### src/rtl/rf68000_nic_pkg.sv
// Shared types and constants for the rf68000 NIC Wishbone burst master.
package rf68000_nic_pkg;

    typedef enum logic [3:0] {
        ST_IDLE,
        ST_FETCH,
        ST_REQ,
        ST_ACKLOW,
        ST_DELIVER,
        ST_END
    } state_t;

    localparam logic [7:0] TIMEOUT_DEFAULT = 8'd255;

endpackage

### src/rtl/rf68000_nic_master.sv
// Burst Wishbone initiator: moves cmd_len words between the stream ports and the
// node arbiter NIC port, holding cyc_o for the whole burst.
module rf68000_nic_master
    import rf68000_nic_pkg::*;
#(
    parameter logic [7:0] TIMEOUT = TIMEOUT_DEFAULT
) (
    input  logic        clk_i,
    input  logic        rst_i,
    input  logic        cmd_valid,
    output logic        cmd_ready,
    input  logic        cmd_we,
    input  logic [31:0] cmd_adr,
    input  logic [7:0]  cmd_len,
    input  logic        wd_valid,
    output logic        wd_ready,
    input  logic [31:0] wd_data,
    output logic        rd_valid,
    input  logic        rd_ready,
    output logic [31:0] rd_data,
    output logic        cyc_o,
    output logic        stb_o,
    output logic        we_o,
    output logic [3:0]  sel_o,
    output logic [31:0] adr_o,
    output logic [31:0] dat_o,
    input  logic        ack_i,
    input  logic [31:0] dat_i,
    output logic        done,
    output logic        err
);

    state_t      state;
    logic        we_lat;
    logic [29:0] word_adr;
    logic [7:0]  count;
    logic [7:0]  timer;
    logic        advance;

    always_comb begin
        cmd_ready = (state == ST_IDLE);
        wd_ready  = (state == ST_FETCH);
        rd_valid  = (state == ST_DELIVER);
        // A word is fully retired: write after ack fell, or read once consumed.
        advance   = ((state == ST_ACKLOW) && !ack_i && we_lat) ||
                    ((state == ST_DELIVER) && rd_ready);
    end

    always_ff @(posedge clk_i or posedge rst_i) begin
        if (rst_i) begin
            state    <= ST_IDLE;
            we_lat   <= 1'b0;
            word_adr <= '0;
            count    <= '0;
            timer    <= '0;
            cyc_o    <= 1'b0;
            stb_o    <= 1'b0;
            we_o     <= 1'b0;
            sel_o    <= '0;
            adr_o    <= '0;
            dat_o    <= '0;
            rd_data  <= '0;
            done     <= 1'b0;
            err      <= 1'b0;
        end else begin
            done <= 1'b0;
            err  <= 1'b0;
            if (state == ST_REQ) timer <= timer + 8'd1;
            else                 timer <= '0;

            if (advance) begin
                if (count == 8'd0) begin
                    state <= ST_END;
                    cyc_o <= 1'b0;
                    done  <= 1'b1;
                end else if (we_lat) begin
                    state <= ST_FETCH;
                end else begin
                    state <= ST_REQ;
                    stb_o <= 1'b1;
                    we_o  <= 1'b0;
                    sel_o <= 4'hF;
                    adr_o <= {word_adr, 2'b00};
                    dat_o <= '0;
                end
            end

            case (state)
                ST_IDLE: begin
                    if (cmd_valid) begin
                        we_lat   <= cmd_we;
                        word_adr <= cmd_adr[31:2];
                        count    <= cmd_len;
                        if (cmd_len == 8'd0) begin
                            state <= ST_END;
                            done  <= 1'b1;
                        end else begin
                            cyc_o <= 1'b1;
                            if (cmd_we) begin
                                state <= ST_FETCH;
                            end else begin
                                state <= ST_REQ;
                                stb_o <= 1'b1;
                                we_o  <= 1'b0;
                                sel_o <= 4'hF;
                                adr_o <= {cmd_adr[31:2], 2'b00};
                                dat_o <= '0;
                            end
                        end
                    end
                end
                ST_FETCH: begin
                    if (wd_valid) begin
                        state <= ST_REQ;
                        stb_o <= 1'b1;
                        we_o  <= 1'b1;
                        sel_o <= 4'hF;
                        adr_o <= {word_adr, 2'b00};
                        dat_o <= wd_data;
                    end
                end
                ST_REQ: begin
                    if (ack_i) begin
                        state    <= ST_ACKLOW;
                        stb_o    <= 1'b0;
                        we_o     <= 1'b0;
                        sel_o    <= '0;
                        dat_o    <= '0;
                        word_adr <= word_adr + 30'd1;
                        count    <= count - 8'd1;
                        if (!we_lat) rd_data <= dat_i;
                    end else if (timer == TIMEOUT - 8'd1) begin
                        // Give up on the burst entirely and release the arbiter.
                        state <= ST_IDLE;
                        cyc_o <= 1'b0;
                        stb_o <= 1'b0;
                        we_o  <= 1'b0;
                        sel_o <= '0;
                        dat_o <= '0;
                        err   <= 1'b1;
                        done  <= 1'b1;
                    end
                end
                ST_ACKLOW: begin
                    if (!ack_i && !we_lat) state <= ST_DELIVER;
                end
                ST_DELIVER: begin
                end
                ST_END: begin
                    state <= ST_IDLE;
                end
                default: begin
                    state <= ST_IDLE;
                end
            endcase
        end
    end

endmodule

### config.mk
export PLATFORM = sky130hd
export DESIGN_NAME = rf68000_nic_master
export DESIGN_NICKNAME = d
export VERILOG_FILES = /design/src/rtl/rf68000_nic_pkg.sv /design/src/rtl/rf68000_nic_master.sv
export SDC_FILE = /design/constraint.sdc
export NUM_CORES = 1
export LEC_CHECK = 0
export ABC_AREA = 1
export BUFFER_PORTS_ARGS = -buffer_cell sky130_fd_sc_hd__buf_2
export CAP_MARGIN = 20
export CORE_MARGIN = 2
export CORE_UTILIZATION = 55
export CTS_BUF_LIST = sky130_fd_sc_hd__clkbuf_16
export CTS_CLUSTER_DIAMETER = 80
export CTS_CLUSTER_SIZE = 20
export DETAILED_ROUTE_END_ITERATION = 10
export PLACE_DENSITY = 0.85
export SLEW_MARGIN = 30
export SYNTH_ARGS = -nofsm -noshare
export SYNTH_HDL_FRONTEND = slang
export SYNTH_SLANG_ARGS = --single-unit
### constraint.sdc
create_clock -name clk_i -period 5 [get_ports clk_i]
set_input_delay 0.25 -clock clk_i [delete_from_list [all_inputs] [get_ports clk_i]]
set_output_delay 0.25 -clock clk_i [all_outputs]
set_load 0.005 [all_outputs]
### Word-level counts from Yosys, hierarchy flattened

Cells that the tools add are included.

* word-level logic and storage cells: 122
* memories kept: 0
* flip-flop bits (word level): 156
* bits in writable memories: 0
* input port bits: 111
* latch bits: 0
* bits in read-only memories: 0

* eq/ne operators: 7
* multiply operators: 0
* reductions and logical operators: 14
* multiplexer cells: 83
* order comparisons: 0
* bitwise gates (word level): 1
* shift operators: 0
* add/sub/neg operators: 3
* div/mod/pow operators: 0

Operators with widths (number)
* two-way mux 32 bit: 16
* case mux 32 bit (3 select lines): 1
* case mux 32 bit (2 select lines): 1
* two-way mux 30 bit: 2
* two-way mux 4 bit: 15
* case mux 30 bit (2 select lines): 1
* two-way mux 1 bit: 33
* adder 30 x 1 -> 30 bit (second input constant): 1
* two-way mux 8 bit: 3
* case mux 4 bit (5 select lines): 1
* logical NOT 8 bit: 2
* case mux 8 bit (2 select lines): 1
* case mux 4 bit (3 select lines): 1
* adder 8 x 1 -> 8 bit (second input constant): 1
* == test 4 x 2 -> 1 bit (second input constant): 2
* == test 8 bit (second input constant): 1
* subtractor 8 x 1 -> 8 bit (second input constant): 1
* two-way mux 3 bit: 2
* case mux 1 bit (3 select lines): 2
* AND reduction 3 bit: 2
* == test 4 x 1 -> 1 bit (second input constant): 1
* == test 4 x 3 -> 1 bit (second input constant): 1
* logical AND 1 bit: 4
* logical NOT 4 bit: 1
* other kinds (8): 12

### Logic depth before layout (Yosys ltp)

Gate-level depths: netlist of run 1.

* depth in word-level cells: 9
* gate-level depth with buffers: 14
* depth with buffers taken out: 12

### Worst setup path before layout of run 1

No wires, ideal clock.

* kind: flip-flop to flip-flop
* from: reg count[0]
* to: reg sel_o[0]
* arrival time: 1.533 ns
* required time: 4.877 ns
* path buffers: 2
* library setup time: 0.123 ns
* slack: 3.344 ns
* cell stages (with the launch flop): 12
* cells stage by stage: dfrtp_1 inv_1 ha_1 inv_1 nor2_1 nand2_1 nor2_2 nor2_4 buf_4 buf_2 o21ai_0 nand2_1

* word-level cells in the longest chain between the ends: 7
* elaborated cells between the ends (all ways): 10
* those cells by class: mux: 9; reduce/logical: 1

Ends and longest elaborated chain
* from (decl): RTL line rf68000_nic_master.sv:36 `logic [7:0] count;`
* from (signal assigned): RTL line rf68000_nic_master.sv:93 `count <= cmd_len;`
* from (signal assigned): RTL line rf68000_nic_master.sv:130 `count <= count - 8'd1;`
* logical NOT 8 bit (*): RTL line rf68000_nic_master.sv:72 `if (count == 8'd0) begin`
* two-way mux 4 bit (*): RTL line rf68000_nic_master.sv:72
* two-way mux 4 bit (*): RTL line rf68000_nic_master.sv:71 `if (advance) begin`
* two-way mux 4 bit: RTL line rf68000_nic_master.sv:99 `if (cmd_we) begin`
* two-way mux 4 bit: RTL line rf68000_nic_master.sv:94 `if (cmd_len == 8'd0) begin`
* two-way mux 4 bit: RTL line rf68000_nic_master.sv:90 `if (cmd_valid) begin`
* case mux 4 bit (3 select lines) (*): RTL line rf68000_nic_master.sv:88 `case (state)`
* to (signal assigned): RTL line rf68000_nic_master.sv:82 `sel_o <= 4'hF;`
* to (signal assigned): RTL line rf68000_nic_master.sv:105 `sel_o <= 4'hF;`
* to (signal assigned): RTL line rf68000_nic_master.sv:117 `sel_o <= 4'hF;`
* to (decl): RTL line rf68000_nic_master.sv:24 `output logic [3:0] sel_o,`

Every way passes the cells marked *; elsewhere a longest branch is shown, timed or not.
A chain may end at the register's enable or synchronous reset.

### Final worst setup path of run 1

* from: reg state[0]
* to: reg done

* word-level cells in the longest chain between the ends: 8
* elaborated cells between the ends (all ways): 14
* those cells by class: eq/ne: 3; mux: 6; reduce/logical: 5

Ends and longest elaborated chain
* from (decl): RTL line rf68000_nic_master.sv:33 `state_t state;`
* from (signal assigned): RTL line rf68000_nic_master.sv:51 `state <= ST_IDLE;`
* from (signal assigned): RTL line rf68000_nic_master.sv:73 `state <= ST_END;`
* from (signal assigned): RTL line rf68000_nic_master.sv:77 `state <= ST_FETCH;`
* == test 4 x 2 -> 1 bit: RTL line rf68000_nic_master.sv:45 `advance = ((state == ST_ACKLOW) && !ack_i && we_lat) ||`
* logical AND 1 bit (2 in a row): RTL line rf68000_nic_master.sv:45
* logical OR 1 bit: RTL line rf68000_nic_master.sv:45
* two-way mux 1 bit: RTL line rf68000_nic_master.sv:71
* two-way mux 1 bit (on tied branches): RTL line rf68000_nic_master.sv:132, rf68000_nic_master.sv:94
* two-way mux 1 bit (on tied branches): RTL line rf68000_nic_master.sv:123, rf68000_nic_master.sv:90
* case mux 1 bit (2 select lines) (*): RTL line rf68000_nic_master.sv:88
* to (signal assigned): RTL line rf68000_nic_master.sv:75 `done <= 1'b1;`
* to (signal assigned): RTL line rf68000_nic_master.sv:96 `done <= 1'b1;`
* to (signal assigned): RTL line rf68000_nic_master.sv:141 `done <= 1'b1;`
* to (decl): RTL line rf68000_nic_master.sv:29 `output logic done,`

Marked as above.

==> impl_metrics.csv, run 1 <==
group,metric,value,unit
yosys,syn_inst,1273,
worst_setup_path,crit_path_max_incr_delay,0.59,ns
placed_design,dp_hpwl,16500,µm
floorplanning,start_util,56.8,%
worst_setup_path,r2r-start,"state[0]$_DFF_PP0_",
sta,tns,0,ns
min_path,min_from,"dat_i[1]",
finish,syn_to_final_growth,18.2,%
global_routing,antenna_found_initial,0,
job,drv_cap,0,
routing,wl_per_cell,14.1,µm
clock_network,path_clk_slew,0.07,ns
sta,period_minus_slack,2.70,ns
routing,vias,8806,
floorplanning,core,16000,µm²
yosys,async_flop_share,100,%
routing,drt-total-wl,23800,µm
clock_network,htreeDepth,4,
sta,max_slew.worst_pin.slew,0.913,ns
worst_setup_path,critPathSlowestCell,"buf_4",
yosys,ys.flop_type,"dfrtp_1",
floorplanning,dieHeight,133,µm
floorplanning,die_area,17600,µm²
sta,grt_setup_unrepaired,"false",
worst_setup_path,crit_required,5.37,ns
worst_setup_path,crit_cells,7,
yosys,synth_edf_count,0,
clock_network,cts_buffer_depth,2,
clock_network,clock-sinks,156,
worst_setup_path,cp.arrival,3.07,ns
clock_network,cts_resized,0,
placed_design,dp.cells,1654,
sta,hold_viol_final,0,
clock_network,clock_latency,0.44,ns
sta,slew_viol_final,0,
status,status,"complete, no violations",
routing,vias_per_cell,5.22,
sta,setup_viol,0,
global_routing,grt_max_degree,76,
clock_network,root_buffer,"clkbuf_16",
clock_network,postCtsSetupBuffers,0,
sta,max_freq,370,MHz
worst_setup_path,crit_path_max_fanout,75,
finish,diodes,0,
worst_setup_path,crit_chain,"inv_1, nand2_2, nor2_4, buf_4, inv_1, nor3_1, or2_2",
floorplanning,io_pins,219,
yosys,ys_ff_latch,156,
worst_setup_path,path_buf_inv,3,
clock_network,cts_tree,"yes",
clock_network,hold_buffers,1,
finish,final_cell_mix,"nand2_1 (456), buf_2 (216), dfrtp_1 (156), nor2_1 (147), inv_1 (141)",
yosys,ys_types,35,
worst_setup_path,setup.worst_path.start,"state[0]$_DFF_PP0_",
worst_setup_path,path_common_cell,"inv_1",
clock_network,cts_buffers,17,
floorplanning,fp-row-count,46,
global_routing,grt-ovfl-total,0,
worst_setup_path,endpoint_kind,"flip-flop",
worst_setup_path,rr_worst_depth,7,
routing,ant_nets,0,
yosys,synth_nets,1388,
worst_setup_path,start_kind,"flip-flop",
sta,maxSlewHeadroom,39.0,%
min_path,hold_path_class,"in2reg",
finish,nets,1573,
finish,postLayoutCoreUtil,67.1,%
placed_design,gp_congestion,0.959,
routing,drc,0,
routing,dr.pass1.iters,5,
power_and_ir_drop,leakage,0.00584,µW
min_path,whs_path_depth,2,
placed_design,io_buffers,216,
yosys,ys_seq_area_share,43.0,%
finish,final_common_cell,"nand2_1",
finish,layout-drive-gt1-share,21.5,%
sta,skew,0.00720,ns
power_and_ir_drop,powerDensity,384,nW/µm²
yosys,synth_warnings,0,
sta,fin_crit_sh,54.0,%
routing,drt_iter0_drc,631,
power_and_ir_drop,vdd_drop_max,277,µV
yosys,postSynthAreaPerCell,7.14,µm²
worst_setup_path,cp_top_family,"buffers and inverters",
global_routing,grt_pass1_vias,8146,
sta,holdWs,0.0418,ns
finish,final_cells,1687,
global_routing,grt_pass1_wl,39200,µm
global_routing,grt_usage,27.5,%
floorplanning,die_x,133,µm
yosys,synthesis.area,9090,µm²
worst_setup_path,worstSetupPathType,"reg2reg",
[worst paths after layout]
check	end	slack [ns]
worst min-delay path	rd_data[1]$_DFFE_PP0P_	0.04
worst min register to register	timer[0]$_DFF_PP0_	0.49
worst max-delay path	done$_DFF_PP0_	2.30
min in group asynchronous	rd_data[24]$_DFFE_PP0P_	0.43
worst max register to register	done$_DFF_PP0_	2.30
max in group asynchronous	word_adr[6]$_DFFE_PP0P_	3.45
[cell families (layout without fill, tap and decap cells)]
kind of cell	after synthesis	count (layout)	synth area share [%]
other	1	1	0.0413
xor gates and xnor gates	3	3	0.289
DFF	156	156	43.0
adders and majority gates	4	4	0.551
and+or+nand+nor	722	722	32.7
buffers and inverters	205	403	9.80
AOI/OAI and AO/OA	150	150	8.47
muxes	32	32	5.20
[report_power, final]
part | internal, µW | total (µW) | switching, µW
registers | 1560 | 1780 | 227
clock network | 702 | 1270 | 572
logic | 472 | 1070 | 601
total | 2730 | 4130 | 1400
[state kept, by name, summed over array words and instances, names as in the netlist]
| signal | count |
|---|---|
| adr_o | 32 |
| rd_data | 32 |
| dat_o | 32 |
| err | 1 |
| cyc_o | 1 |
| done | 1 |
| stb_o | 1 |
| timer | 8 |
| word_adr | 30 |
| sel_o | 4 |
| we_o | 1 |
| count | 8 |
| state | 4 |
| we_lat | 1 |
[through the flow]
step                cell area (µm²)  worst slack, ns  power [µW]
global placement              10200             2.39        2820
finish                        10700             2.30        4130
floorplan                      9090            0.543        2430
detailed placement            10200             2.38        2860
global route                  10700             2.10        4370
CTS                           10700             2.34        4140
[final cells by class]
class                      count  area (µm²)
fill                        1406        5260
multi-input combinational    912        4290
sequential                   156        3900
timing repair buffer         222        1130
inverter                     149         567
clock buffer                  17         425
tap                          216         270
clock inverter                15         154
[cell usage after synthesis (10+ instances only)]
master	instances	area [µm²]
a21oi_1	20	100
buf_2	16	80.1
buf_4	17	128
clkbuf_1	17	63.8
dfrtp_1	156	3900
inv_1	142	533
mux2_4	30	450
nand2_1	456	1710
nand3_1	80	400
nand4_1	10	62.6
nor2_1	147	552
o21ai_0	88	440
o21ai_1	32	160
[metal layers]
metal,global-route usage [%],share of wire [%]
met2,46.0,48
met4,10.2,2.7
met1,35.9,43
met5,0,0
met3,4.64,6.3
No activity file was read; power rests on OpenSTA's default activity.
==> inputs of run 2 (changes only) <==
- clock period: 5 -> 2.6 ns (I/O delays scaled with it)
==> impl_metrics.csv, run 2 (synthesis gave the netlist of run 1 again) <==
group,metric,value,unit
worst_setup_path,endpoint_kind,"flip-flop",
global_routing,antenna_found_initial,1,
power_and_ir_drop,total_power,8240,µW
finish,nets,1623,
power_and_ir_drop,p_int,5500,µW
routing,vias,9093,
global_routing,grt_usage,29.7,%
worst_setup_path,rr_worst_depth,11,
worst_setup_path,crit_required,2.96,ns
sta,setup_viol,0,
power_and_ir_drop,vdd_drop_max,490,µV
global_routing,grt_pass1_wl,42200,µm
power_and_ir_drop,clkPwrFrac,32.1,%
sta,maxSlewHeadroom,54.9,%
placed_design,dp_hpwl,17300,µm
floorplanning,core,16000,µm²
routing,vias_per_cell,5.23,
worst_setup_path,critPathSlowestCell,"dfrtp_1",
floorplanning,dieHeight,133,µm
global_routing,grt_pass1_vias,8613,
clock_network,htreeDepth,4,
routing,wl_per_cell,14.9,µm
sta,hold_viol_final,0,
worst_setup_path,cp.arrival,2.44,ns
worst_setup_path,worstSetupPathType,"reg2reg",
worst_setup_path,crit_path_max_incr_delay,0.45,ns
sta,tns,0,ns
routing,drt_iter0_drc,653,
finish,layout-drive-gt1-share,21.4,%
power_and_ir_drop,swShare,33.3,%
routing,drt-total-wl,25900,µm
sta,fin_crit_sh,80.0,%
floorplanning,start_util,56.8,%
power_and_ir_drop,combPwrFrac,26.1,%
sta,holdWs,0.00108,ns
worst_setup_path,crit_path_max_fanout,7,
routing,drc,0,
sta,max_slew.worst_pin.slew,0.676,ns
power_and_ir_drop,powerDensity,729,nW/µm²
global_routing,grt-ovfl-total,0,
floorplanning,io_pins,219,
min_path,whs_path_depth,5,
placed_design,gp_congestion,0.937,
clock_network,cts_buffers,17,
routing,ant_nets,0,
job,drv_cap,0,
placed_design,io_buffers,216,
sta,max_freq,481,MHz
sta,slew_viol_final,0,
finish,syn_to_final_growth,24.3,%
floorplanning,fp-row-count,46,
routing,dr.pass1.iters,5,
worst_setup_path,crit_chain,"ha_1, nand2_1, nor2_1, nand2_1, inv_1, nand2_1, nand2_1, nand3_1, nand2_1, inv_1, nor2_1",
clock_network,clock_latency,0.43,ns
clock_network,cts_buffer_depth,2,
sta,grt_setup_unrepaired,"false",
power_and_ir_drop,p_switching,2750,µW
clock_network,cts_tree,"yes",
finish,biggestRegsByFlops,"adr_o: 32 flops, dat_o: 32 flops, rd_data: 32 flops",
status,status,"complete, no violations",
sta,period_minus_slack,2.08,ns
clock_network,root_buffer,"clkbuf_16",
power_and_ir_drop,leakage,0.00610,µW
finish,final_common_cell,"nand2_1",
floorplanning,die_x,133,µm
finish,final_cell_mix,"nand2_1 (456), buf_2 (216), dfrtp_1 (156), nor2_1 (147), inv_1 (141)",
global_routing,grt_max_degree,90,
clock_network,path_clk_slew,0.07,ns
sta,skew,0.00818,ns
clock_network,clock-sinks,156,
floorplanning,die_area,17600,µm²
worst_setup_path,path_common_cell,"nand2_1",
clock_network,cts_resized,0,
min_path,hold_path_class,"in2reg",
power_and_ir_drop,seq_power_share,41.8,%
worst_setup_path,start_kind,"flip-flop",
## run 2: cell types whose count changed in the layout (fill, tap and decap cells not counted), sizes merged
cell | previous run | this run
buf | 221 | 230
bufinv | 1 | 3
clkinv | 5 | 4
clkinvlp | 3 | 2
diode | 0 | 1
dlygate4sd3 | 1 | 42
## run 2: timing repair
item / in CTS / in global routing
hold buffers: 42 / 0
endpoints found under the hold margin: 197 / 0
buffers inserted: 0 / 0
## run 2: area by class of cell
type	count	area, µm²
fillers	1272	4700
well taps	216	270
multi-input cells	912	4290
repair buffers	272	1640
flip-flops and latches	156	3900
clock inverters	15	196
diodes	1	2.50
inverters	149	563
clock buffers	17	425
## run 2: per-layer routing
metal,track usage [%],vias up,routed length (µm)
met5,0,-,0
met4,13.3,0,995
met3,6.02,69,1630
met2,51.1,345,12900
met1,36.1,4243,10400
li1,-,4436,-
## run 2: final timing paths
check | from | endpoint | slack [ns]
max | word_adr[0]$_DFFE_PP0P_ | word_adr[14]$_DFFE_PP0P_ | 0.52
min | wd_data[21] | dat_o[21]$_DFF_PP0_ | 0.001
max reg2reg | word_adr[0]$_DFFE_PP0P_ | word_adr[14]$_DFFE_PP0P_ | 0.52
min reg2reg | timer[0]$_DFF_PP0_ | timer[0]$_DFF_PP0_ | 0.50
max in group asynchronous | rst_i | adr_o[25]$_DFF_PP0_ | 1.75
min in group asynchronous | rst_i | rd_data[10]$_DFFE_PP0P_ | 0.41
## run 2: worst max-delay path: cells and delay by family, from the launching register on
kind	cells	cell delay, ns
adders and majority gates	1	0.33
and+or+nand+nor	8	0.93
DFF	1	0.45
buffers and inverters	2	0.31
## run 2: metrics by stage
step / setup slack (ns) / util [%] / cell area (µm²) / cells
floorplan: 0.497 / - / 9090 / 1273
global placement: 0.567 / 64.1 / 10300 / 1663
detailed placement: 0.559 / 64.1 / 10300 / 1663
CTS: 0.541 / 70.6 / 11300 / 1737
global route: 0.357 / 70.6 / 11300 / 1738
finish: 0.521 / 70.6 / 11300 / 1738
## run 2: power groups by stage
stage | registers, µW | logic [µW] | clock network [µW]
floorplan | 3430 | 1250 | 0
global placement | 3430 | 2020 | 0
detailed placement | 3460 | 2070 | 0
CTS | 3420 | 2140 | 2660
global route | 3510 | 2410 | 2780
finish | 3450 | 2150 | 2650
==> inputs of run 3 (changes only) <==
- CORE_UTILIZATION: 55 -> 49
- PLACE_DENSITY: 0.85 -> 0.8
- clock period: 2.6 -> 1.9 ns (I/O delays scaled with it)
==> impl_metrics.csv, run 3 (synthesis gave the netlist of run 1 again) <==
group,metric,value,unit
status,status,"complete, no violations",
finish,layout.area.seq,3900,µm²
finish,final_cell_mix,"nand2_1 (455), buf_2 (216), dfrtp_1 (156), nor2_1 (146), inv_1 (140)",
placed_design,dp_hpwl,17500,µm
sta,period_minus_slack,1.88,ns
global_routing,grt_max_degree,66,
clock_network,root_buffer,"clkbuf_16",
routing,drc,0,
job,drv_cap,0,
floorplanning,io_pins,219,
worst_setup_path,crit_path_max_fanout,15,
worst_setup_path,rr_worst_depth,13,
global_routing,antenna_found_initial,0,
sta,fin_ws,0.0194,ns
finish,fin_area,12100,µm²
min_path,whs_path_depth,5,
sta,tns,0,ns
sta,max_slew.worst_pin.slew,0.617,ns
sta,grt_setup_unrepaired,"true",
placed_design,gp_congestion,0.923,
finish,nets,1691,
worst_setup_path,r2r_end,"dat_o[28]$_DFF_PP0_",
worst_setup_path,crit_required,2.25,ns
clock_network,path_clk_slew,0.07,ns
worst_setup_path,r2r-start,"count[0]$_DFFE_PP0P_",
worst_setup_path,cp.arrival,2.23,ns
floorplanning,fp-row-count,49,
global_routing,grt_usage,27.5,%
sta,maxSlewHeadroom,58.8,%
placed_design,placed_cell_area,10500,µm²
min_path,hold_path_class,"in2reg",
worst_setup_path,worstSetupPathType,"reg2reg",
finish,postLayoutCoreUtil,66.9,%
placed_design,pre_cts_ws,-0.0623,ns
sta,fin_crit_sh,99.0,%
routing,dr.pass1.iters,5,
floorplanning,die_x,140,µm
power_and_ir_drop,vdd_drop_max,645,µV
finish,fill_cells,1445,
power_and_ir_drop,total_power,11300,µW
worst_setup_path,reg2reg_slack,0.02,ns
routing,vias,9456,
finish,final_common_cell,"nand2_1",
placed_design,io_buffers,216,
clock_network,clock_latency,0.43,ns
floorplanning,start_util,50.3,%
finish,layout-drive-gt1-share,22.2,%
clock_network,cts_buffer_depth,2,
min_path,hold_path_end,"adr_o[21]$_DFF_PP0_",
worst_setup_path,endpoint_kind,"flip-flop",
global_routing,grt-ovfl-total,0,
sta,slew_viol_final,0,
global_routing,grt_pass1_wl,44000,µm
floorplanning,core,18100,µm²
min_path,min_from,"cmd_adr[21]",
clock_network,clock-sinks,156,
sta,hold_viol_final,0,
finish,syn_to_final_growth,33.2,%
clock_network,cts_tree,"yes",
worst_setup_path,start_kind,"flip-flop",
sta,setup_viol,0,
global_routing,grt_pass1_vias,8761,
clock_network,htreeDepth,4,
finish,biggestRegsByFlops,"adr_o: 32 flops, dat_o: 32 flops, rd_data: 32 flops",
clock_network,cts_buffers,17,
routing,drt_iter0_drc,746,
sta,max_freq,532,MHz
finish,multi_input_area,4320,µm²
routing,ant_nets,0,
routing,drt-total-wl,27700,µm
sta,skew,0.0144,ns
floorplanning,die_area,19700,µm²
power_and_ir_drop,leakage,0.00645,µW
floorplanning,dieHeight,140,µm
routing,wl_per_cell,15.2,µm
routing,vias_per_cell,5.20,
power_and_ir_drop,powerDensity,930,nW/µm²
## run 3: cell types whose count changed in the layout (fill, tap and decap cells not counted), sizes merged
cell,before,now
buf,230,251
bufinv,3,0
clkbuf,17,19
clkinv,4,8
clkinvlp,2,3
dlygate4sd3,42,86
inv,155,153
nor2,156,157
## run 3: final cells by class
type	instances	area share [%]
antenna	1	0.0207
clock buffer	17	3.51
clock inverter	15	1.37
inverter	149	4.69
multi-input combinational	913	35.7
sequential	156	32.3
tap	229	2.37
timing repair buffer	339	20.1
## run 3: repair_timing
action / 4_1_cts / 5_1_grt
cloned: 1 / 2
endpoints found under the hold margin: 114 / 0
pin swaps: 0 / 2
gates resized for setup: 2 / 10
endpoints found under the setup margin: 31 / 77
buffers inserted: 0 / 4
hold buffers: 86 / 0
## run 3: metal layers
| layer | track usage, % | vias up | routed length (µm) |
|---|---|---|---|
| li1 | - | 4578 | - |
| met1 | 35.3 | 4467 | 11500 |
| met2 | 47.3 | 350 | 13800 |
| met3 | 5.50 | 61 | 1840 |
| met4 | 8.45 | 0 | 636 |
| met5 | 0 | - | 0 |
## run 3: worst max path at each step
| stage | start | end | slack, ns |
|---|---|---|---|
| 4_1_cts | state[3]$_DFF_PP0_ | wd_ready | 0.01 |
| 5_1_grt | state[1]$_DFF_PP0_ | word_adr[11]$_DFFE_PP0P_ | -0.02 |
| 3_5_place_dp | state[0]$_DFF_PP0_ | adr_o[12]$_DFF_PP0_ | -0.06 |
| 6_report | count[0]$_DFFE_PP0P_ | dat_o[28]$_DFF_PP0_ | 0.02 |
| 3_3_place_gp | state[0]$_DFF_PP0_ | adr_o[13]$_DFF_PP0_ | 0.006 |
| 2_1_floorplan | rst_i | adr_o[0]$_DFF_PP0_ | -0.17 |
## run 3: power by group
part,internal (µW),total [µW],switching (µW),leakage (µW)
Sequential,4090,4720,628,0.00201
Combinational,1450,3140,1680,0.00416
Clock,1770,3400,1630,0.000284
Total,7310,11300,3950,0.00645
## run 3: critical path, stage by stage (launching register included)
cell,delay [ns]
dfrtp_1,0.37
inv_1,0.09
ha_1,0.18
inv_1,0.06
nor2_1,0.17
nand2_2,0.12
nor2_4,0.16
nor2_4,0.07
clkinv_4,0.12
buf_12,0.15
nand2_1,0.07
nand2_1,0.05
nand2_1,0.06
nand2_1,0.11
## run 3: per-stage QoR
step,std cells,hold WS [ns]
after global routing,1818,0.0112
after global placement,1693,0.101
after floorplan,1273,0.187
after CTS,1812,0.00118
after detailed placement,1693,0.106
final,1819,0.00323
